File: src/rtl/eth_dma_tx_reader.sv
// Ethernet-side reader of the debug DMA TX buffer: walks a word range through the
// buffer's 2-cycle read port, checks parity and streams each word MSB byte first.
module eth_dma_tx_reader #(
   parameter int ADDR_W     = 10,
   parameter int CNT_W      = 11,
   parameter int FIFO_DEPTH = 4
) (
   input  logic              eth_tx_clk,
   input  logic              rstn,
   input  logic              start,
   input  logic [ADDR_W-1:0] start_addr,
   input  logic [CNT_W-1:0]  word_cnt,
   output logic              busy,
   output logic              done,
   output logic [ADDR_W-1:0] buf_addr,
   input  logic [31:0]       buf_data,
   input  logic              buf_parity,
   output logic [7:0]        tx_data,
   output logic              tx_valid,
   input  logic              tx_ready,
   output logic              tx_last,
   output logic              par_err
);

   localparam int PTR_W  = $clog2(FIFO_DEPTH);
   localparam int FCNT_W = PTR_W + 1;

   typedef enum logic [1:0] {S_IDLE, S_RUN, S_FLUSH} state_t;

   state_t            state_q, state_d;
   logic [ADDR_W-1:0] rd_ptr_q, rd_ptr_d;
   logic [ADDR_W-1:0] buf_addr_q, buf_addr_d;
   logic [CNT_W-1:0]  rd_left_q, rd_left_d;
   logic [CNT_W-1:0]  wr_left_q, wr_left_d;
   logic [2:0]        pipe_v_q, pipe_v_d;
   logic [PTR_W-1:0]  fifo_wr_q, fifo_wr_d;
   logic [PTR_W-1:0]  fifo_rd_q, fifo_rd_d;
   logic [FCNT_W-1:0] fifo_cnt_q, fifo_cnt_d;
   logic [31:0]       fifo_mem [FIFO_DEPTH];
   logic [23:0]       shift_q, shift_d;
   logic [1:0]        byte_idx_q, byte_idx_d;
   logic              word_last_q, word_last_d;
   logic [7:0]        tx_data_q, tx_data_d;
   logic              tx_valid_q, tx_valid_d;
   logic              tx_last_q, tx_last_d;
   logic              busy_q, busy_d;
   logic              done_q, done_d;
   logic              par_err_q, par_err_d;

   logic              issue, accept, capture, fifo_empty;
   logic              need_word, load, fifo_push, fifo_pop;
   logic [31:0]       next_word;

   // NOTE: every signal gets a default at the top so no path leaves it unassigned,
   // which is what keeps always_comb from inferring a latch.
   always_comb begin
      state_d     = state_q;
      rd_ptr_d    = rd_ptr_q;
      buf_addr_d  = buf_addr_q;
      rd_left_d   = rd_left_q;
      wr_left_d   = wr_left_q;
      fifo_wr_d   = fifo_wr_q;
      fifo_rd_d   = fifo_rd_q;
      fifo_cnt_d  = fifo_cnt_q;
      shift_d     = shift_q;
      byte_idx_d  = byte_idx_q;
      word_last_d = word_last_q;
      tx_data_d   = tx_data_q;
      tx_valid_d  = tx_valid_q;
      tx_last_d   = tx_last_q;
      busy_d      = busy_q;
      done_d      = 1'b0;
      par_err_d   = par_err_q;
      issue       = 1'b0;
      accept      = tx_valid_q && tx_ready;
      capture     = pipe_v_q[2];

      // The first read goes out on the start edge itself so the address appears in cycle 1.
      case (state_q)
         S_IDLE: begin
            if (start && (word_cnt != '0)) begin
               state_d    = S_RUN;
               busy_d     = 1'b1;
               par_err_d  = 1'b0;
               issue      = 1'b1;
               buf_addr_d = start_addr;
               rd_ptr_d   = start_addr + ADDR_W'(1);
               rd_left_d  = word_cnt - CNT_W'(1);
               wr_left_d  = word_cnt;
            end
         end
         S_RUN: begin
            if (rd_left_q == '0) begin
               state_d = S_FLUSH;
            end else if ((int'(fifo_cnt_q) + $countones(pipe_v_q)) < FIFO_DEPTH) begin
               issue      = 1'b1;
               buf_addr_d = rd_ptr_q;
               rd_ptr_d   = rd_ptr_q + ADDR_W'(1);
               rd_left_d  = rd_left_q - CNT_W'(1);
            end
         end
         default: ;
      endcase

      pipe_v_d = {pipe_v_q[1:0], issue};
      if (capture && (buf_parity != ^buf_data)) par_err_d = 1'b1;

      // An empty FIFO lets the arriving word bypass straight into the serialiser.
      fifo_empty = (fifo_cnt_q == '0);
      next_word  = fifo_empty ? buf_data : fifo_mem[fifo_rd_q];
      need_word  = !tx_valid_q || (accept && (byte_idx_q == 2'd3));
      load       = need_word && (!fifo_empty || capture);
      fifo_pop   = load && !fifo_empty;
      fifo_push  = capture && !(load && fifo_empty);

      if (accept && (byte_idx_q != 2'd3)) begin
         tx_data_d  = shift_q[23:16];
         shift_d    = {shift_q[15:0], 8'h00};
         byte_idx_d = byte_idx_q + 2'd1;
         tx_last_d  = (byte_idx_q == 2'd2) && word_last_q;
      end else if (load) begin
         tx_data_d   = next_word[31:24];
         shift_d     = next_word[23:0];
         byte_idx_d  = 2'd0;
         tx_valid_d  = 1'b1;
         tx_last_d   = 1'b0;
         word_last_d = (wr_left_q == CNT_W'(1));
         wr_left_d   = wr_left_q - CNT_W'(1);
      end else if (accept) begin
         tx_valid_d = 1'b0;
         tx_last_d  = 1'b0;
      end

      if (fifo_push) fifo_wr_d = fifo_wr_q + PTR_W'(1);
      if (fifo_pop)  fifo_rd_d = fifo_rd_q + PTR_W'(1);
      case ({fifo_push, fifo_pop})
         2'b10:   fifo_cnt_d = fifo_cnt_q + FCNT_W'(1);
         2'b01:   fifo_cnt_d = fifo_cnt_q - FCNT_W'(1);
         default: ;
      endcase

      if (accept && tx_last_q) begin
         state_d = S_IDLE;
         busy_d  = 1'b0;
         done_d  = 1'b1;
      end
   end

   // NOTE: state flops use non-blocking assignments so every flop samples the
   // pre-edge values, independent of statement order.
   always_ff @(posedge eth_tx_clk or negedge rstn) begin
      if (!rstn) begin
         state_q     <= S_IDLE;
         rd_ptr_q    <= '0;
         buf_addr_q  <= '0;
         rd_left_q   <= '0;
         wr_left_q   <= '0;
         pipe_v_q    <= '0;
         fifo_wr_q   <= '0;
         fifo_rd_q   <= '0;
         fifo_cnt_q  <= '0;
         shift_q     <= '0;
         byte_idx_q  <= '0;
         word_last_q <= 1'b0;
         tx_data_q   <= '0;
         tx_valid_q  <= 1'b0;
         tx_last_q   <= 1'b0;
         busy_q      <= 1'b0;
         done_q      <= 1'b0;
         par_err_q   <= 1'b0;
      end else begin
         state_q     <= state_d;
         rd_ptr_q    <= rd_ptr_d;
         buf_addr_q  <= buf_addr_d;
         rd_left_q   <= rd_left_d;
         wr_left_q   <= wr_left_d;
         pipe_v_q    <= pipe_v_d;
         fifo_wr_q   <= fifo_wr_d;
         fifo_rd_q   <= fifo_rd_d;
         fifo_cnt_q  <= fifo_cnt_d;
         shift_q     <= shift_d;
         byte_idx_q  <= byte_idx_d;
         word_last_q <= word_last_d;
         tx_data_q   <= tx_data_d;
         tx_valid_q  <= tx_valid_d;
         tx_last_q   <= tx_last_d;
         busy_q      <= busy_d;
         done_q      <= done_d;
         par_err_q   <= par_err_d;
      end
   end

   // NOTE: the FIFO storage has no reset; occupancy is tracked by the reset counters,
   // so stale entries are never read.
   always_ff @(posedge eth_tx_clk) begin
      if (fifo_push) fifo_mem[fifo_wr_q] <= buf_data;
   end

   assign busy     = busy_q;
   assign done     = done_q;
   assign buf_addr = buf_addr_q;
   assign tx_data  = tx_data_q;
   assign tx_valid = tx_valid_q;
   assign tx_last  = tx_last_q;
   assign par_err  = par_err_q;

endmodule
File: config.mk
export PLATFORM = sky130hd
export DESIGN_NAME = eth_dma_tx_reader
export DESIGN_NICKNAME = d
export VERILOG_FILES = /design/src/rtl/eth_dma_tx_reader.sv
export SDC_FILE = /design/constraint.sdc
export NUM_CORES = 1
export LEC_CHECK = 0
export CORE_ASPECT_RATIO = 1.25
export CORE_UTILIZATION = 30
export CTS_CLUSTER_SIZE = 24
export DETAILED_ROUTE_END_ITERATION = 16
export DONT_BUFFER_PORTS = 1
export PLACE_DENSITY_LB_ADDON = 0.05
export SETUP_SLACK_MARGIN = 0.1
export SLEW_MARGIN = 20
export SYNTH_ARGS = -nofsm -noshare
export SYNTH_HDL_FRONTEND = slang
export SYNTH_SLANG_ARGS = --single-unit
File: constraint.sdc
create_clock -name eth_tx_clk -period 3.1 [get_ports eth_tx_clk]
set_input_delay 0.93 -clock eth_tx_clk [delete_from_list [all_inputs] [get_ports eth_tx_clk]]
set_output_delay 0.93 -clock eth_tx_clk [all_outputs]
set_load 0.02 [all_outputs]
==> metrics, run 1 <==
CP top delay family=adder cells; dominant synthesized flop cell=edfxtp_1; Clock H-tree levels=1; die width=between 150 and 200 um; synth warn=0; Slew Limit Fails=0; cell accounting for the most synthesized area=edfxtp_1; most frequent cell after synthesis=edfxtp_1; Post-DRT Antenna Nets=0; row count=75; area share of the largest cell type after synthesis=0.369; Clock Tree Buf Depth=3; CTS Hold Bufs=0; Max VDD drop=437 uV; Area growth syn-to-layout=14.2%; DP Wirelength=18.3 mm; synthesized flop and latch total=approximately 220; Worst Path Buf+Inv=1; final cell count without fillers=1333; Slew HR=0.569; CTS tree=yes; Placement Setup Slack=roughly 430 ps; layout cells sized above 1=0.132; end point of the critical path=rd_left_q[2]; Global Route met2 Usage=0.290; clock slew at reported path FFs=~60 ps; crit path cell chain=fa_1 -> ha_1 -> nor3_1 -> nand3_1 -> and2_1 -> inv_2 -> o21ai_1 -> a221oi_1; vias per cell=slightly above 5; Vias=6783; worst hold path class=primary input to async pin; post-synthesis async set-or-reset flop share=0.423; Setup violations, final=0; met3 usage=0.0389; DR iter-0 viols=approximately 350; sw frac=0.344; Max FO, Critical Path=36; minimum clock period=2550 ps; GR Overflow Total=0; Resize count post-CTS=0; initial antenna violation count=0; buffer count from post-CTS setup fixing=0; drt wl/cell=approximately 21 um; number of inserted diodes=0; pwr/cell area=slightly below 900 nW/um2; Clock Skew=11.4 ps; core footprint=~34000 um2; flop-to-flop setup slack=~550 ps; clock root cell=clkbuf_16; Distinct cells, synth=between 60 and 70; pin count of the biggest net entering global routing=95; WP depth=8; Worst-Skew Late Latency=approximately 540 ps; clock share of power=0.291; initial core utilization=0.308; outcome=finished, final reports clean; Crit path arrival time=between 2000 and 3000 ps; grt peak-use layer=met2; I/O pins=between 80 and 90; largest cells by area after synthesis=edfxtp_1 37%, dfrtp_1 23%, mux4_2 6.9%; max incr delay on CP=~480 ps; leakage=4.40 nW; Placed Instances=roughly 1300; worst r2r dst=rd_left_q[2]; RSZ-0062 raised after global routing=false; vias in the first global route=approximately 7000; Final #Nets=approximately 900; maxcap violations=0; Sw Pwr=about 0.0035 W; first-pass GRT wire length=about 44 mm; Pint=0.00676 W; Die ar.=roughly 36000 um2; Setup crit end kind=register; Syn Inst Count=847; path depth of the worst reg2reg path=8; I/O Buffers=0; Hold Vio Cnt, Final=0; TritonCTS buffer count=27; Critical Path Start Type=register; CP Class=register to register; worst r2r src=fifo_cnt_q[0]; final hold slack=86.6 ps; post-route clock period utilization=0.822; most instantiated cells after synthesis=128 x edfxtp_1, 94 x dfrtp_1, 89 x a21oi_1; syn avg cell area=approximately 12 um2; slowest CP cell=inv_2; setup TNS=0 ps; final wirelength=28.6 mm; Fmax achieved=between 300 and 400 MHz; GP Congestion=~0.83; GR Util All Layers=0.165; # clock sinks=222; Flop pwr share=0.420; number of flops mapped to enable cells by yosys=approximately 130; Mapped Nets=919; CP Data Required Time=between 3000 and 4000 ps; Comb pwr share=0.288; CP startpoint=fifo_cnt_q[0]; # DRC=0; Chip Height=between 200 and 250 um; Layout fillers=approximately 3300; Mapped Area=10400 um2; fin worst setup slack=around 550 ps; PnR Total Power=approximately 0.010 W; DRT Pass-1 Iters=4; post-synthesis sequential area ratio=0.594; met1 Usage GRT=0.200; Worst-Margin Slew=approximately 650 ps
[through the flow]
step           instance area, um2  utilization
2_1_floorplan               10400            -
3_3_place_gp                11100        0.327
3_5_place_dp                11100        0.327
4_1_cts                     11900        0.351
5_1_grt                     11900        0.351
6_report                    11900        0.351
[per-layer routing]
| layer | part of all wire | vias to the layer above | wire length (um) |
|---|---|---|---|
| li1 | - | 3160 | - |
| met1 | 0.41 | 3459 | 11700 |
| met2 | 0.51 | 126 | 14600 |
| met3 | 0.058 | 38 | 1660 |
| met4 | 0.022 | 0 | 617 |
| met5 | 0 | - | 0 |
[cells in the final DEF (no fill, tap or decap), types with 17 or more instances in the layout]
master	count
o22ai_1	24
xnor2_1	28
buf_4	17
mux2i_1	18
nand2_1	67
mux4_2	32
and3_1	32
a21oi_1	89
edfxtp_1	128
dfrtp_1	93
clkbuf_16	27
nor2_1	73
o21ai_0	26
o21ai_1	19
[registers in the layout, indices dropped and copies added, names as in the netlist]
name	flops
tx_valid	1
shift_q	24
tx_data	8
pipe_v_q	3
state_q	2
tx_last	1
word_last_q	1
rd_ptr_q	10
done	1
fifo_cnt_q	3
busy	1
byte_idx_q	2
fifo_rd_q	2
fifo_mem	128
par_err	1
fifo_wr_q	2
rd_left_q	11
wr_left_q	11
buf_addr	10
[cell type report]
class	instances	area, um2	area share
well taps	462	578	0.0485
flip-flops and latches	222	6200	0.520
inverters	15	56.3	0.00473
repair buffers	23	248	0.0208
clock inverters	10	71.3	0.00599
clock buffers	39	771	0.0647
multi-input cells	562	3990	0.335
[how the worst min path moves through the flow]
stage,start,end,slack (ps),cells past startpoint
CTS,rstn,rd_left_q[2],50,0
global route,rstn,rd_ptr_q[3],60,0
detailed placement,pipe_v_q[0],pipe_v_q[1],410,0
finish,rstn,buf_addr[2],90,0
global placement,pipe_v_q[1],pipe_v_q[2],400,0
floorplan,pipe_v_q[1],pipe_v_q[2],390,0
[power by group through the flow]
stage | Combinational [W] | Clock (W) | Sequential [W]
floorplan | 0.00225 | 0 | 0.00417
finish | 0.00297 | 0.00301 | 0.00433
CTS | 0.00305 | 0.00312 | 0.00434
detailed placement | 0.00305 | 0 | 0.00439
global placement | 0.00302 | 0 | 0.00438
global route | 0.00333 | 0.00323 | 0.00441
[cells by family (layout without fill, tap and decap cells)]
group,count (synthesis),count (layout),synth area share
adders and majority gates,14,14,0.0182
xor gates and xnor gates,38,38,0.0332
muxes,58,58,0.0961
DFF,222,222,0.594
buffers and inverters,63,87,0.0260
and+or+nand+nor,248,248,0.117
AOI/OAI and AO/OA,204,204,0.115
No activity file was read; power rests on OpenSTA's default activity.
==> run 2: changes to the inputs <==
Clock period 3.1 ns to 2.56 ns, I/O delays scaled along.
==> run 2 against run 1 <==
  * The run now ends with hold timing left
  * Total power up 25%
  * Fmax is 9.4% higher
  * Global-route usage is 0.24 points lower
  * Critical path depth is 1 higher
  * Combinational power grew 25%
  * Critical endpoint unchanged
  * Largest cell class unchanged
  * Highest routed layer unchanged
==> metrics, run 2 (synthesis results as in run 1) <==
outcome=finished, violations left; failing checks=hold timing; Final #Nets=941 (+2.0%); die width=169 um (unchanged); worst r2r src=pipe_v_q[0]; Area growth syn-to-layout=16.7%; Max FO, Critical Path=15 (-58%); Worst-Margin Slew=587 ps (-59.3 ps); Cell Area, Placed=11200 um2 (+1.5%); Setup crit end kind=register; drt wl/cell=20.9 um (-2.6%); setup TNS=0 ps (unchanged); Fmax achieved=429 MHz (+9.4%); GR Util All Layers=0.163 (-0.00243); Crit path arrival time=2760 ps (-220 ps); pwr/cell area=1060 nW/um2 (+22%); Die ar.=35500 um2 (unchanged); commonest non-fill, non-tap cell in the layout=edfxtp_1; I/O Buffers=0 (unchanged); path depth of the worst reg2reg path=9 (+1); # clock sinks=222 (unchanged); number of inserted diodes=0 (unchanged); Slew HR=0.609 (+0.0401); row count=75 (unchanged); # DRC=0 (unchanged); Chip Height=210 um (unchanged); Layout fillers=3286 (-1.8%); Largest register FFs=128 (unchanged); TritonCTS buffer count=27 (unchanged); Slew Limit Fails=0 (unchanged); Max VDD drop=570 uV (+30%); leakage=4.52 nW (+2.8%); Clock Skew=14.8 ps (+3.39 ps); Biggest register=fifo_mem; post-route cell area=12200 um2 (+2.2%); Post-DRT Antenna Nets=0 (unchanged); CP Data Required Time=2990 ps (-550 ps); Vias=6793 (+0.15%); Critical Path Start Type=register; RSZ-0062 raised after global routing=true; Clock Tree Buf Depth=3 (unchanged); flop-to-flop setup slack=230 ps (-320 ps); DRT Pass-1 Iters=5 (+1); I/O pins=81 (unchanged); layout cells sized above 1=0.163 (+0.0311); clock slew at reported path FFs=60 ps (about the same); clock root cell=clkbuf_16; DR iter-0 viols=418 (+20%); core footprint=33900 um2 (unchanged); Hold Vio Cnt, Final=94 (+94); Clock H-tree levels=1 (unchanged); Worst-Skew Late Latency=540 ps (about the same); first-pass GRT wire length=43.7 mm (-0.60%); initial core utilization=0.308 (unchanged); fin util=0.359 (+0.00772); final wirelength=28.2 mm (-1.3%); vias per cell=5.03 (-1.2%); minimum clock period=2330 ps (-219 ps); post-route clock period utilization=0.910 (+0.0880); Setup violations, final=0 (unchanged); maxcap violations=0 (unchanged); pin count of the biggest net entering global routing=95 (unchanged); worst r2r dst=rd_left_q[2]; initial antenna violation count=0 (unchanged); most frequent cells in the layout=128 x edfxtp_1, 93 x dfrtp_1, 89 x a21oi_1, 73 x nor2_1, 67 x nand2_1; CTS tree=yes; GP Congestion=0.800 (-3.3%); final hold slack=-73.8 ps (-160 ps); DP Wirelength=18.7 mm (+2.4%); CP Class=register to register; GR Overflow Total=0 (unchanged); worst hold path class=primary input to async pin; vias in the first global route=7190 (+2.2%); Largest regs=fifo_mem (128), shift_q (24)
==> run 2: changes by cell type in the layout (fill, tap and decap cells not counted), moves of 2 or more <==
cell        before  now
and2_1          10    6
and2_2           0    4
buf_12           6    8
buf_4           17   33
bufinv_16        1    4
clkbuf_1         7    4
clkbuf_8         5    3
clkinvlp_4       0    3
==> run 2: worst max-delay path by stage <==
stage,from,end,slack (ps),depth (start not counted)
floorplan,state_q[1],rd_left_q[6],80,11
global placement,word_cnt[9],rd_ptr_q[4],90,7
detailed placement,word_cnt[9],rd_ptr_q[4],60,7
CTS,pipe_v_q[0],rd_left_q[2],140,9
global route,pipe_v_q[0],rd_left_q[3],60,9
finish,pipe_v_q[0],rd_left_q[2],230,9
==> run 2: worst max-delay path, cell delays in order, from the launching register on <==
cell      delay [ps]
dfrtp_1          400
fa_1             430
ha_1             190
nor3_1           180
nand3_1          120
and2_1           210
clkinv_2         200
buf_12           170
o21ai_1           70
a221oi_1         260
==> run 2: report_power, final <==
| part | total (W) | leakage, nW | internal (W) | switching, W |
|---|---|---|---|---|
| Combinational | 0.00372 | 1.82 | 0.00165 | 0.00207 |
| Sequential | 0.00524 | 2.26 | 0.00447 | 0.000768 |
| Clock | 0.00393 | 0.443 | 0.00242 | 0.00151 |
==> run 2: routing by layer <==
metal / track usage / wire, um / part of all wire / up-vias
met5: 0 / 0 / 0 / -
met4: 0.0552 / 764 / 0.027 / 0
met3: 0.0345 / 1510 / 0.053 / 45
met2: 0.288 / 14600 / 0.52 / 141
met1: 0.194 / 11400 / 0.40 / 3411
li1: - / - / - / 3196
==> run 2: timing repair <==
| item | 4_1_cts | 5_1_grt |
|---|---|---|
| endpoints found under the setup margin | 0 | 9 |
| endpoints found under the hold margin | 94 | 94 |
| setup buffers | 0 | 1 |
| resized for setup | 0 | 4 |
==> run 2: cell type report <==
cell class | instances | area, um2 | share of cell area
Inverter | 15 | 57.6 | 0.00473
Tap cell | 462 | 578 | 0.0475
Sequential cell | 222 | 6200 | 0.509
Clock inverter | 15 | 184 | 0.0151
Timing Repair Buffer | 41 | 408 | 0.0335
Clock buffer | 34 | 732 | 0.0602
Multi-Input combinational cell | 562 | 4010 | 0.330
==> run 2: stage by stage <==
step	power [W]	setup WS (ps)	hold slack, ps	cells
detailed placement	0.00911	58.1	405	1301
global route	0.0137	60.7	-100	1351
CTS	0.0131	139	-106	1350
finish	0.0129	230	-73.8	1351
global placement	0.00909	89.0	400	1301
floorplan	0.00778	78.1	386	847
==> run 3: changes to the inputs <==
Settings changed: CORE_ASPECT_RATIO 1.25 to 1.2.
==> run 3 against run 2 <==
  * The flow still finishes with violations (hold timing)
  * Clock power is 7.6% lower
  * Via count fell by 0.12%
  * Clock skew increased by 8.2 ps
  * Largest cell class unchanged
  * Design area fell by 0.76%
  * Global-route usage decreased by 0.051 points
==> metrics, run 3 (synthesis results as in run 1) <==
DR iter-0 viols=479 (+15%); final hold slack=-59.5 ps (+14.3 ps); Clock Tree Buf Depth=3 (unchanged); Layout fillers=3326 (+1.2%); failing checks=hold timing; worst r2r src=fifo_cnt_q[0]; Chip Height=206 um (-2.0%); core footprint=34200 um2 (+0.85%); minimum clock period=2330 ps (-3.30 ps); Biggest register=fifo_mem; max incr delay on CP=400 ps (-30 ps); initial core utilization=0.305 (-0.00260); Worst-Margin Slew=514 ps (-72.3 ps); GR Util All Layers=0.162 (-0.000508); Die ar.=35500 um2 (about the same); I/O pins=81 (unchanged); CTS tree=yes; layout cells sized above 1=0.157 (-0.00657); Area growth syn-to-layout=15.8%; Critical Path Start Type=register; Worst-Skew Late Latency=540 ps (about the same); Max VDD drop=538 uV (-5.7%); pin count of the biggest net entering global routing=95 (unchanged); met1 Usage GRT=0.198 (+0.00368); number of inserted diodes=0 (unchanged); Post-DRT Antenna Nets=0 (unchanged); end point of the critical path=fifo_cnt_q[2]; final wirelength=27.8 mm (-1.5%); path depth of the worst reg2reg path=10 (+1); clock slew at reported path FFs=60 ps (about the same); Placed Instances=1292 (-0.69%); flop-to-flop setup slack=230 ps (about the same); slowest CP cell=dfrtp_1; I/O Buffers=0 (unchanged); Largest register FFs=128 (unchanged); CP startpoint=fifo_cnt_q[0]; # DRC=0 (unchanged); most frequent cells in the layout=128 x edfxtp_1, 93 x dfrtp_1, 89 x a21oi_1, 72 x nor2_1, 67 x nand2_1; leakage=4.50 nW (-0.61%); row count=74 (-1.3%); crit path cell chain=buf_4 -> or3_1 -> o21a_1 -> inv_1 -> ha_2 -> inv_1 -> fa_1 -> xor2_1 -> nor2_1 -> xor2_1; CP Data Required Time=3010 ps (+20 ps); DRT Pass-1 Iters=5 (unchanged); Final #Nets=941 (unchanged); pwr/cell area=1050 nW/um2 (-1.4%); die width=172 um (+2.0%); CP Class=register to register; final cell count without fillers=1344 (-0.52%); Clock Skew=23.0 ps (+8.18 ps); grt peak-use layer=met2; initial antenna violation count=0 (unchanged); setup TNS=0 ps (unchanged); worst r2r dst=fifo_cnt_q[2]; commonest non-fill, non-tap cell in the layout=edfxtp_1; vias in the first global route=7205 (+0.21%); Hold Vio Cnt, Final=94 (unchanged); Global Route met2 Usage=0.281 (-0.00730); Fmax achieved=430 MHz (+0.14%); RSZ-0062 raised after global routing=false; Vias=6785 (-0.12%); vias per cell=5.05 (+0.40%); Slew HR=0.647 (+0.0384); Setup crit end kind=register; # clock sinks=222 (unchanged); Clock H-tree levels=1 (unchanged); Largest regs=fifo_mem (128), shift_q (24); clock root cell=clkbuf_16; Slew Limit Fails=0 (unchanged); worst hold path class=primary input to async pin; TritonCTS buffer count=27 (unchanged); GP Congestion=0.763 (-4.7%); DP Wirelength=17.9 mm (-4.5%); GR Overflow Total=0 (unchanged); post-route clock period utilization=0.909 (-0.00129); Setup violations, final=0 (unchanged); Max FO, Critical Path=4 (-11); outcome=finished, violations left; maxcap violations=0 (unchanged); met3 usage=0.0404 (+0.00586); drt wl/cell=20.7 um (-1.0%); Crit path arrival time=2770 ps (about the same); first-pass GRT wire length=43.3 mm (-0.80%)
run 3: cell types whose count changed in the layout (fill, tap and decap cells not counted), sizes merged:
cell      change
inv           +2
clkinv        +3
bufinv        -2
clkbuf        -1
clkinvlp      -3
run 3: what timing repair did:
action | CTS | global route
pin swaps | 0 | 2
gates cloned | 0 | 0
endpoints found under the setup margin | 1 | 10
gates resized for setup | 1 | 5
setup buffers | 0 | 4
endpoints found under the hold margin | 94 | 94
run 3: layout make-up:
| cell class | instances | area, um2 | share of cell area |
|---|---|---|---|
| sequential | 222 | 6200 | 0.513 |
| clock inverter | 15 | 120 | 0.00995 |
| multi-input combinational | 562 | 4010 | 0.332 |
| inverter | 15 | 58.8 | 0.00487 |
| clock buffer | 33 | 708 | 0.0586 |
| timing repair buffer | 41 | 412 | 0.0341 |
| tap | 456 | 571 | 0.0472 |
run 3: worst max-delay path, delay by kind of cell (launching register included):
kind	cells	cell delay, ps
XOR/XNOR	2	300
adder cells (fa/ha/maj)	2	560
AND/OR/NAND/NOR	2	530
buffers and inverters	3	280
AO/OA/AOI/OAI	1	200
flip-flops	1	400
run 3: worst min-delay path by stage:
stage                start            to  depth (start not counted)  slack [ps]
2_1_floorplan  pipe_v_q[1]   pipe_v_q[2]                          0         390
3_3_place_gp   pipe_v_q[1]   pipe_v_q[2]                          0         410
3_5_place_dp   pipe_v_q[1]   pipe_v_q[2]                          0         410
4_1_cts               rstn  rd_left_q[9]                          0        -100
5_1_grt               rstn   buf_addr[3]                          0         -90
6_report              rstn   rd_ptr_q[3]                          0         -60
run 3: through the flow:
| stage | worst slack (ps) | instance area, um2 | hold WS (ps) | utilization | total power [W] |
|---|---|---|---|---|---|
| global placement | -64.3 | 11200 | 406 | 0.328 | 0.00906 |
| global route | 107 | 12100 | -92.3 | 0.353 | 0.0134 |
| detailed placement | -71.1 | 11200 | 414 | 0.328 | 0.00910 |
| CTS | 151 | 12000 | -97.3 | 0.352 | 0.0128 |
| floorplan | 78.1 | 10400 | 386 | - | 0.00778 |
| finish | 233 | 12100 | -59.5 | 0.353 | 0.0126 |
run 3: power by group:
| group | internal (W) | switching (W) |
|---|---|---|
| logic | 0.00166 | 0.00215 |
| clock network | 0.00215 | 0.00148 |
| registers | 0.00447 | 0.000718 |
| total | 0.00827 | 0.00435 |
run 3: metal layers:
| layer | vias to the layer above | wire length, um | part of all wire |
|---|---|---|---|
| met2 | 147 | 13800 | 0.50 |
| li1 | 3191 | - | - |
| met1 | 3404 | 11700 | 0.42 |
| met4 | 0 | 647 | 0.023 |
| met3 | 43 | 1670 | 0.060 |
| met5 | - | 0 | 0 |
